==> src/rtl/link_demux_rx.sv <==
// link_demux_rx: receiving end of the two-source serial link.
// Deserialises a frame {start=0, sel, data MSB..LSB, even parity}. It checks
// parity, routes the payload to destination A or B by sel, and counts the
// accepted words for each destination.
// Ports:
//   clk_2            system clock, rising edge
//   reset_n          asynchronous active-low reset
//   rx_line          serial input, idles high
//   dest_a / dest_b  last accepted payload for each destination
//   valid_a/valid_b  one-cycle pulse after a destination is updated
//   par_err          one-cycle pulse after a frame is rejected for bad parity
//   busy             high while a frame is in progress
//   cnt_a / cnt_b    accepted-word counters, wrap modulo 2^NBITS_CNT
module link_demux_rx #(
    parameter int NBITS_DATA = 2,
    parameter int NBITS_CNT  = 4
) (
    input  logic                  clk_2,
    input  logic                  reset_n,
    input  logic                  rx_line,
    output logic [NBITS_DATA-1:0] dest_a,
    output logic [NBITS_DATA-1:0] dest_b,
    output logic                  valid_a,
    output logic                  valid_b,
    output logic                  par_err,
    output logic                  busy,
    output logic [NBITS_CNT-1:0]  cnt_a,
    output logic [NBITS_CNT-1:0]  cnt_b
);

    // Keep the bit counter at least 1 bit wide so a 1-bit payload still works.
    localparam int CW = (NBITS_DATA > 1) ? $clog2(NBITS_DATA) : 1;

    typedef enum logic [1:0] {IDLE, SEL, DATA, PAR} state_t;

    state_t                state_q, state_d;
    logic                  sel_q, sel_d;
    logic [NBITS_DATA-1:0] payload_q, payload_d;
    logic [CW-1:0]         bitcnt_q, bitcnt_d;
    logic [NBITS_DATA-1:0] dest_a_q, dest_a_d, dest_b_q, dest_b_d;
    logic [NBITS_CNT-1:0]  cnt_a_q, cnt_a_d, cnt_b_q, cnt_b_d;
    logic                  valid_a_q, valid_a_d, valid_b_q, valid_b_d;
    logic                  par_err_q, par_err_d;

    // State register
    always_ff @(posedge clk_2 or negedge reset_n) begin
        if (!reset_n) state_q <= IDLE;
        else          state_q <= state_d;
    end

    // Next-state logic
    always_comb begin
        state_d = state_q;
        case (state_q)
            IDLE:    if (!rx_line) state_d = SEL;
            SEL:     state_d = DATA;
            DATA:    if (bitcnt_q == '0) state_d = PAR;
            PAR:     state_d = IDLE;
            default: state_d = IDLE;
        endcase
    end

    // Datapath and commit logic. The pulse flops default to 0, so each pulse
    // lasts only for the cycle that follows the parity edge.
    always_comb begin
        sel_d     = sel_q;
        payload_d = payload_q;
        bitcnt_d  = bitcnt_q;
        dest_a_d  = dest_a_q;
        dest_b_d  = dest_b_q;
        cnt_a_d   = cnt_a_q;
        cnt_b_d   = cnt_b_q;
        valid_a_d = 1'b0;
        valid_b_d = 1'b0;
        par_err_d = 1'b0;
        case (state_q)
            SEL: begin
                sel_d    = rx_line;
                bitcnt_d = CW'(NBITS_DATA - 1);
            end
            DATA: begin
                // Shift in MSB first; the top bit falls off the truncation.
                payload_d = NBITS_DATA'({payload_q, rx_line});
                bitcnt_d  = bitcnt_q - CW'(1);
            end
            PAR: begin
                if (sel_q ^ (^payload_q) ^ rx_line) begin
                    par_err_d = 1'b1;
                end else if (sel_q) begin
                    dest_b_d  = payload_q;
                    cnt_b_d   = cnt_b_q + NBITS_CNT'(1);
                    valid_b_d = 1'b1;
                end else begin
                    dest_a_d  = payload_q;
                    cnt_a_d   = cnt_a_q + NBITS_CNT'(1);
                    valid_a_d = 1'b1;
                end
            end
            default: ;
        endcase
    end

    always_ff @(posedge clk_2 or negedge reset_n) begin
        if (!reset_n) begin
            sel_q     <= 1'b0;
            payload_q <= '0;
            bitcnt_q  <= '0;
            dest_a_q  <= '0;
            dest_b_q  <= '0;
            cnt_a_q   <= '0;
            cnt_b_q   <= '0;
            valid_a_q <= 1'b0;
            valid_b_q <= 1'b0;
            par_err_q <= 1'b0;
        end else begin
            sel_q     <= sel_d;
            payload_q <= payload_d;
            bitcnt_q  <= bitcnt_d;
            dest_a_q  <= dest_a_d;
            dest_b_q  <= dest_b_d;
            cnt_a_q   <= cnt_a_d;
            cnt_b_q   <= cnt_b_d;
            valid_a_q <= valid_a_d;
            valid_b_q <= valid_b_d;
            par_err_q <= par_err_d;
        end
    end

    // Output logic
    always_comb begin
        busy    = (state_q != IDLE);
        dest_a  = dest_a_q;
        dest_b  = dest_b_q;
        cnt_a   = cnt_a_q;
        cnt_b   = cnt_b_q;
        valid_a = valid_a_q;
        valid_b = valid_b_q;
        par_err = par_err_q;
    end

endmodule

==> config.mk <==
export PLATFORM = sky130hd
export DESIGN_NAME = link_demux_rx
export DESIGN_NICKNAME = d
export VERILOG_FILES = /design/src/rtl/link_demux_rx.sv
export SDC_FILE = /design/constraint.sdc
export NUM_CORES = 1
export LEC_CHECK = 0
export CORE_ASPECT_RATIO = 1.2
export CORE_UTILIZATION = 30
export DETAILED_ROUTE_END_ITERATION = 10
export GPL_TIMING_DRIVEN = 1
export SYNTH_ARGS = -nofsm -noshare
export SYNTH_HDL_FRONTEND = slang
export SYNTH_SLANG_ARGS = --single-unit
==> constraint.sdc <==
create_clock -name clk_2 -period 1.8 [get_ports clk_2]
set_input_delay 0.36 -clock clk_2 [delete_from_list [all_inputs] [get_ports clk_2]]
set_output_delay 0.36 -clock clk_2 [all_outputs]
set_load 0.01 [all_outputs]
==> summary.txt, run 1 <==
Finish
  • Register area: approximately 530 um2
  • # diodes: 0
  • Layout cells sized above 1: approximately a fifth
  • Fin util: 41.2%
  • Layout Cells excl Fill: roughly 140
  • Nets: between 100 and 150
  • Area grow syn2layout: 31.6%
  • Multi-input gate area: ~410 um2
  • Filler Cells Inserted: ~290

Detailed routing
  • Post-route ant nets: 0
  • Routed length per instance: approximately 12 um
  • Pre-antenna DRT Iters: 4
  • Drc violations: 0
  • Via density: 4.53
  • DR iter-0 viols: 20
  • Post-Route WL: ~1.6 mm
  • Total number of vias: between 600 and 700

Power
  • Total power: 2.23 mW
  • NetSw: ~820 uW
  • Sequential share of power: between 30% and 40%
  • Pleak: around 0.6 nW
  • Peak VDD IR: between 900 and 1000 uV
  • Clock share of power: 10.0%
  • P_int: about 1.4 mW
  • Pwr dens: 1770 mW/mm2
  • Sw frac: a little under two fifths
  • Logic pwr share: between 50 and 60%

Setup path
  • Crit end category: output pin
  • Crit-path cells: inv_1, ha_1, inv_1, dlygate4sd2_1
  • Arr. time, crit path: ~1.3 ns
  • Buf/Inv on CP: 3
  • CP peak stage delay: 0.40 ns
  • Crit start category: flop
  • CP delay by family, top: buffers and inverters
  • Crit Path Max Fanout: 3
  • Most used cell, CP: inv_1
  • Critical Path RT: ~1.4 ns
  • Crit-path slowest cell: dfrtp_1
  • Crit Path Category: reg -> out

Logic synthesis
  • Largest family of logic cells by synthesized area: simple AND/OR/NAND/NOR gates
  • Mux contribution to synthesized area: under 10%
  • Adder-Cell Fraction of Synth Area: ~7.8%
  • Yosys warns: 0
  • Seq/Total Area, Yosys: 54.9%
  • Post-Synth XOR/XNOR Area: 9.80%
  • Yosys cell types: 24
  • Cell Area, Synth: about 960 um2
  • Avg Cell Area, Syn: around 13 um2
  • Synthesized instance count: 72
  • Simple-Gate Fraction of Synth Area: 11.5%
  • Synthesis-stage register bit count: 21
  • Synth Area in Compound Gates: roughly 5.8%
  • Syn Nets: 81

Floorplan
  • Starting density of the core: a little under a third
  • Die width: ~54 um
  • Die Y: 63.9 um
  • IO Count: 19
  • CORE AREA: 0.00306 mm2
  • Die ar.: 0.00342 mm2
  • Cell row count: 22

STA
  • Setup-failing EPs final: 0
  • Crit share post-route: 92.5%
  • Final Hold Viols: 0
  • Achievable Freq: about 600 MHz
  • Setup Skew: around 0.0032 ns
  • Relative slew slack: about three quarters
  • RSZ-0062 raised after global routing: false
  • Slew @ Worst Pin: just under 0.4 ns
  • Max Transition Viols Final: 0
  • Final setup TNS: 0 ns
  • Tmin final: approximately 1.7 ns

GRT
  • First-pass GRT wire length: about 2.9 mm
  • GRT Total Usage: 11.5%
  • Global route overflow: 0
  • Largest net degree at the start of global routing: 22
  • Initial antenna violation count: 0
  • Number of global-route vias before repair: between 600 and 700

Placement
  • DP HPWL: 1.23 mm
  • Placed cells: around 130
  • Final Wtd Congestion: about 0.7
  • Port-buffer cells: 18

Min path
  • Worst hold path type: in -> async

CTS
  • Clock Tree Buf Depth: 2
  • Total CTS buffers: 3
  • Clk_lat worst skew: 0.30 ns
  • Reg clk slew, reported paths: ~0.11 ns
  • CTS tree: yes
  • Root buffer cell: clkbuf_4
  • Cts hold-fix bufs: 0
  • CTS H-tree depth: 1
  • Clock sink total: 21

Job
  • Max_cap viols: 0

Outcome
  • Outcome: completed
[final cells by class]
type / count / area share, %
flip-flops and latches: 21 / 41.7
repair buffers: 25 / 18.4
multi-input cells: 46 / 32.8
clock buffers: 4 / 2.09
well taps: 36 / 3.57
inverters: 5 / 1.49
[Yosys cell counts, drive strengths merged]
library cell | instances | share of area (%)
o22a | 1 | 0.92
xor2 | 4 | 3.7
a21oi | 2 | 1.0
a22oi | 1 | 0.78
inv | 5 | 2.0
nor3 | 2 | 2.1
nor2b | 1 | 0.65
a31oi | 1 | 0.65
xnor3 | 1 | 2.5
xnor2 | 4 | 3.7
ha | 6 | 7.8
o21ai | 3 | 1.6
nand3 | 4 | 2.1
o21a | 1 | 0.78
mux2 | 7 | 8.2
nor2 | 2 | 2.5
nand2 | 3 | 2.0
and3 | 1 | 0.65
dfrtp | 21 | 55
and2 | 1 | 0.65
or3b | 1 | 0.92
[flip-flops by register name (all words and copies together) (netlist names)]
name and cells:
payload_q 2, valid_a 1, dest_b 2, sel_q 1, bitcnt_q 1, dest_a 2, state_q 2, cnt_b 4
valid_b 1, cnt_a 4, par_err 1
[power by group through the flow]
stage / combinational (mW) / sequential [mW] / clock, mW
global placement: 1.11 / 0.886 / 0
finish: 1.14 / 0.866 / 0.224
global route: 1.26 / 0.899 / 0.258
CTS: 1.16 / 0.872 / 0.243
floorplan: 0.596 / 0.916 / 0
detailed placement: 1.12 / 0.894 / 0
[layout by cell type (no fill, tap or decap), types with 2 or more instances in the layout]
cell             count
clkbuf_4             3
nor3_2               2
xnor2_1              4
clkdlybuf4s50_1     17
inv_1                5
nand2_1              2
o21ai_0              3
mux2_2               4
nand3_1              4
mux2_1               3
a21oi_1              2
ha_1                 6
dfrtp_1             21
buf_4                7
xor2_1               4
[final timing paths]
| check | start | end | slack (ns) | cells after the start |
|---|---|---|---|---|
| max | state_q[1] | busy | 0.14 | 4 |
| max reg2reg | state_q[0] | cnt_a[1] | 0.20 | 5 |
| min in group clk_2 | cnt_b[3] | cnt_b[3] | 0.48 | 1 |
| min reg2reg | cnt_b[3] | cnt_b[3] | 0.48 | 1 |
| max in group asynchronous | reset_n | cnt_a[1] | 1.20 | 2 |
| min | reset_n | dest_a[0] | 0.39 | 2 |
[routing by layer]
| metal | global-route usage, % | vias up | part of all wire (%) |
|---|---|---|---|
| met5 | 0 | - | 0 |
| met4 | 5.92 | 0 | 0.76 |
| met3 | 1.90 | 2 | 5.2 |
| met2 | 17.5 | 12 | 51 |
| met1 | 15.3 | 300 | 43 |
| li1 | - | 306 | - |
[kinds of logic (layout without fill, tap and decap cells)]
kind of cell | count (synthesis) | in the layout
AO/OA/AOI/OAI | 9 | 9
XOR/XNOR | 9 | 9
adder cells (fa/ha/maj) | 6 | 6
buffers and inverters | 5 | 34
flip-flops | 21 | 21
multiplexers | 7 | 7
AND/OR/NAND/NOR | 15 | 15
[timing repair]
action	CTS	global route
setup endpoints to repair	1	0
resized for setup	1	0
setup buffers	2	0
[through the flow]
stage,hold WS [ns],setup WS (ns),cell area (um2)
after global placement,0.462,-0.175,1220
after global routing,0.406,0.0387,1260
after floorplan,0.0644,0.320,957
after detailed placement,0.471,-0.184,1220
final,0.386,0.135,1260
after CTS,0.381,0.103,1260
No activity file was read; power rests on OpenSTA's default activity.
==> inputs of run 2 (changes only) <==
--- a/config.mk
+++ b/config.mk
@@ -9,6 +9,7 @@
 export CORE_UTILIZATION = 30
 export DETAILED_ROUTE_END_ITERATION = 10
 export GPL_TIMING_DRIVEN = 1
+export PLACE_DENSITY = 0.58
 export SYNTH_ARGS = -nofsm -noshare
 export SYNTH_HDL_FRONTEND = slang
 export SYNTH_SLANG_ARGS = --single-unit
==> run 2 against run 1 <==
  * Routed wire length shrank 0.25%
  * Final cell count is the same
  * Non-clock buffer count did not move
  * Critical path depth did not move
  * Power rose by 0.11%
  * Clock skew rose by 0.0023 ns
  * Sequential power down 0.5%
  * Sequential share of layout area unchanged
  * Sequential cell count unchanged
  * Register-to-register slack worse by 0.04 ns
  * Worst setup slack gained 0.00099 ns
  * Fmax about the same
==> summary.txt, run 2 (same netlist as run 1, synthesis figures left out) <==
Outcome
  • Outcome: completed (unchanged)

Finish
  • Layout cells sized above 1: 19.8% (unchanged)
  • Filler Cells Inserted: 300 (was 289)
  • Register area: 526 um2 (unchanged)
  • Nets: 111 (unchanged)
  • Multi-input gate area: 413 um2 (unchanged)
  • Fin util: 41.2% (unchanged)
  • Area grow syn2layout: 31.6% (unchanged)
  • Most frequent cells in the layout: 21 x dfrtp_1, 17 x clkdlybuf4s50_1, 7 x buf_4 (unchanged)
  • Layout Cells excl Fill: 137 (unchanged)
  • # diodes: 0 (unchanged)
  • Commonest non-fill, non-tap cell in the layout: dfrtp_1 (unchanged)

CTS
  • Clk_lat worst skew: 0.30 ns (about the same)
  • Reg clk slew, reported paths: 0.12 ns (was 0.11 ns)
  • Total CTS buffers: 3 (unchanged)
  • CTS H-tree depth: 1 (unchanged)
  • Clock sink total: 21 (unchanged)
  • Cts hold-fix bufs: 0 (unchanged)
  • Root buffer cell: clkbuf_4 (unchanged)
  • Clock Tree Buf Depth: 2 (unchanged)
  • CTS tree: yes (unchanged)

Detailed routing
  • Post-Route WL: 1.58 mm (was 1.59 mm)
  • DR iter-0 viols: 6 (was 20)
  • Routed length per instance: 11.5 um (was 11.6 um)
  • Drc violations: 0 (unchanged)
  • Post-route ant nets: 0 (unchanged)
  • Pre-antenna DRT Iters: 4 (unchanged)
  • Via density: 4.45 (was 4.53)
  • Total number of vias: 610 (was 620)

Placement
  • Placed cells: 131 (unchanged)
  • Port-buffer cells: 18 (unchanged)
  • DP HPWL: 1.16 mm (was 1.23 mm)
  • Final Wtd Congestion: 0.714 (was 0.704)

Job
  • Max_cap viols: 0 (unchanged)

Floorplan
  • Die ar.: 0.00342 mm2 (unchanged)
  • CORE AREA: 0.00306 mm2 (unchanged)
  • Starting density of the core: 31.3% (unchanged)
  • Die width: 53.6 um (unchanged)
  • IO Count: 19 (unchanged)
  • Die Y: 63.9 um (unchanged)
  • Cell row count: 22 (unchanged)

Setup path
  • Crit Path Max Fanout: 6 (was 3)
  • Cell count of the worst reg-to-reg path: 5 (unchanged)
  • R2R Path End: cnt_a[1] (unchanged)
  • Crit end category: flop (was output pin)
  • Arr. time, crit path: 1.86 ns (was 1.30 ns)
  • Critical Path RT: 1.99 ns (was 1.44 ns)
  • Crit Path Category: in -> reg (was reg -> out)
  • CP peak stage delay: 0.56 ns (was 0.40 ns)
  • Crit-path cells: clkdlybuf4s50_1, xnor3_2, nor2_8, mux2_1 (was inv_1, ha_1, inv_1, dlygate4sd2_1)
  • Crit-path slowest cell: xnor3_2 (was dfrtp_1)
  • Crit start category: input pin (was flop)
  • R2r setup slk: 0.16 ns (was 0.20 ns)
  • Reg2Reg Launch Point: state_q[0] (unchanged)

GRT
  • Number of global-route vias before repair: 615 (was 622)
  • Largest net degree at the start of global routing: 22 (unchanged)
  • Global route overflow: 0 (unchanged)
  • First-pass GRT wire length: 2.66 mm (was 2.87 mm)
  • Initial antenna violation count: 0 (unchanged)
  • GRT Total Usage: 10.7% (was 11.5%)

Power
  • Peak VDD IR: 904 uV (was 956 uV)
  • Pwr dens: 1770 mW/mm2 (about the same)
  • Total power: 2.23 mW (about the same)
  • Pleak: 0.583 nW (unchanged)

STA
  • RSZ-0062 raised after global routing: false (unchanged)
  • Achievable Freq: 601 MHz (about the same)
  • Slew @ Worst Pin: 0.392 ns (was 0.387 ns)
  • Final setup TNS: 0 ns (unchanged)
  • Setup-failing EPs final: 0 (unchanged)
  • Max Transition Viols Final: 0 (unchanged)
  • Final Hold Viols: 0 (unchanged)
  • Tmin final: 1.66 ns (about the same)
  • Crit share post-route: 92.4% (was 92.5%)
  • Relative slew slack: 73.8% (was 74.2%)
  • Setup Skew: 0.00542 ns (was 0.00317 ns)
  • Final hold slack: 0.386 ns (about the same)

Min path
  • Worst hold path type: in -> async (unchanged)
-- run 2: cell counts in the layout (fill, tap and decap cells not counted) --
No cell type changed its count.
-- run 2: metrics by stage --
stage	worst slack, ns	cell area, um2
6_report	0.136	1260
3_3_place_gp	-0.179	1220
4_1_cts	0.112	1260
2_1_floorplan	0.320	957
5_1_grt	0.0203	1260
3_5_place_dp	-0.204	1220
-- run 2: worst max-delay path: cells and delay by family --
| kind | cells | cell delay, ns |
|---|---|---|
| mux | 1 | 0.32 |
| simple gates | 1 | 0.14 |
| xor+xnor | 1 | 0.56 |
| buf+inv | 1 | 0.48 |
-- run 2: worst max path at each step --
| stage | from | to | slack, ns | cells after the start |
|---|---|---|---|---|
| 2_1_floorplan | payload_q[1] | cnt_b[1] | 0.32 | 3 |
| 3_3_place_gp | rx_line | dest_b[1] | -0.18 | 4 |
| 3_5_place_dp | rx_line | dest_b[1] | -0.20 | 4 |
| 4_1_cts | state_q[1] | busy | 0.11 | 4 |
| 5_1_grt | state_q[0] | busy | 0.02 | 4 |
| 6_report | rx_line | dest_b[1] | 0.14 | 4 |
-- run 2: final cells by class --
class	instances	area share, %
repair buffers	25	18.4
well taps	36	3.57
multi-input cells	46	32.8
clock buffers	4	2.09
flip-flops and latches	21	41.7
inverters	5	1.49
-- run 2: timing repair --
action / CTS / global route
buffers inserted: 2 / 0
resized for setup: 1 / 0
endpoints found under the setup margin: 1 / 0
-- run 2: power breakdown --
| group | internal, mW | leakage, nW | switching [mW] |
|---|---|---|---|
| combinational | 0.642 | 0.312 | 0.504 |
| clock | 0.0863 | 0.0150 | 0.139 |
| sequential | 0.679 | 0.256 | 0.183 |
-- run 2: per-layer routing --
metal	GRT usage (%)	vias up	routed length [um]
li1	-	305	-
met1	14.2	288	713
met2	16.4	15	790
met3	1.43	2	63
met4	5.92	0	14
met5	0	-	0
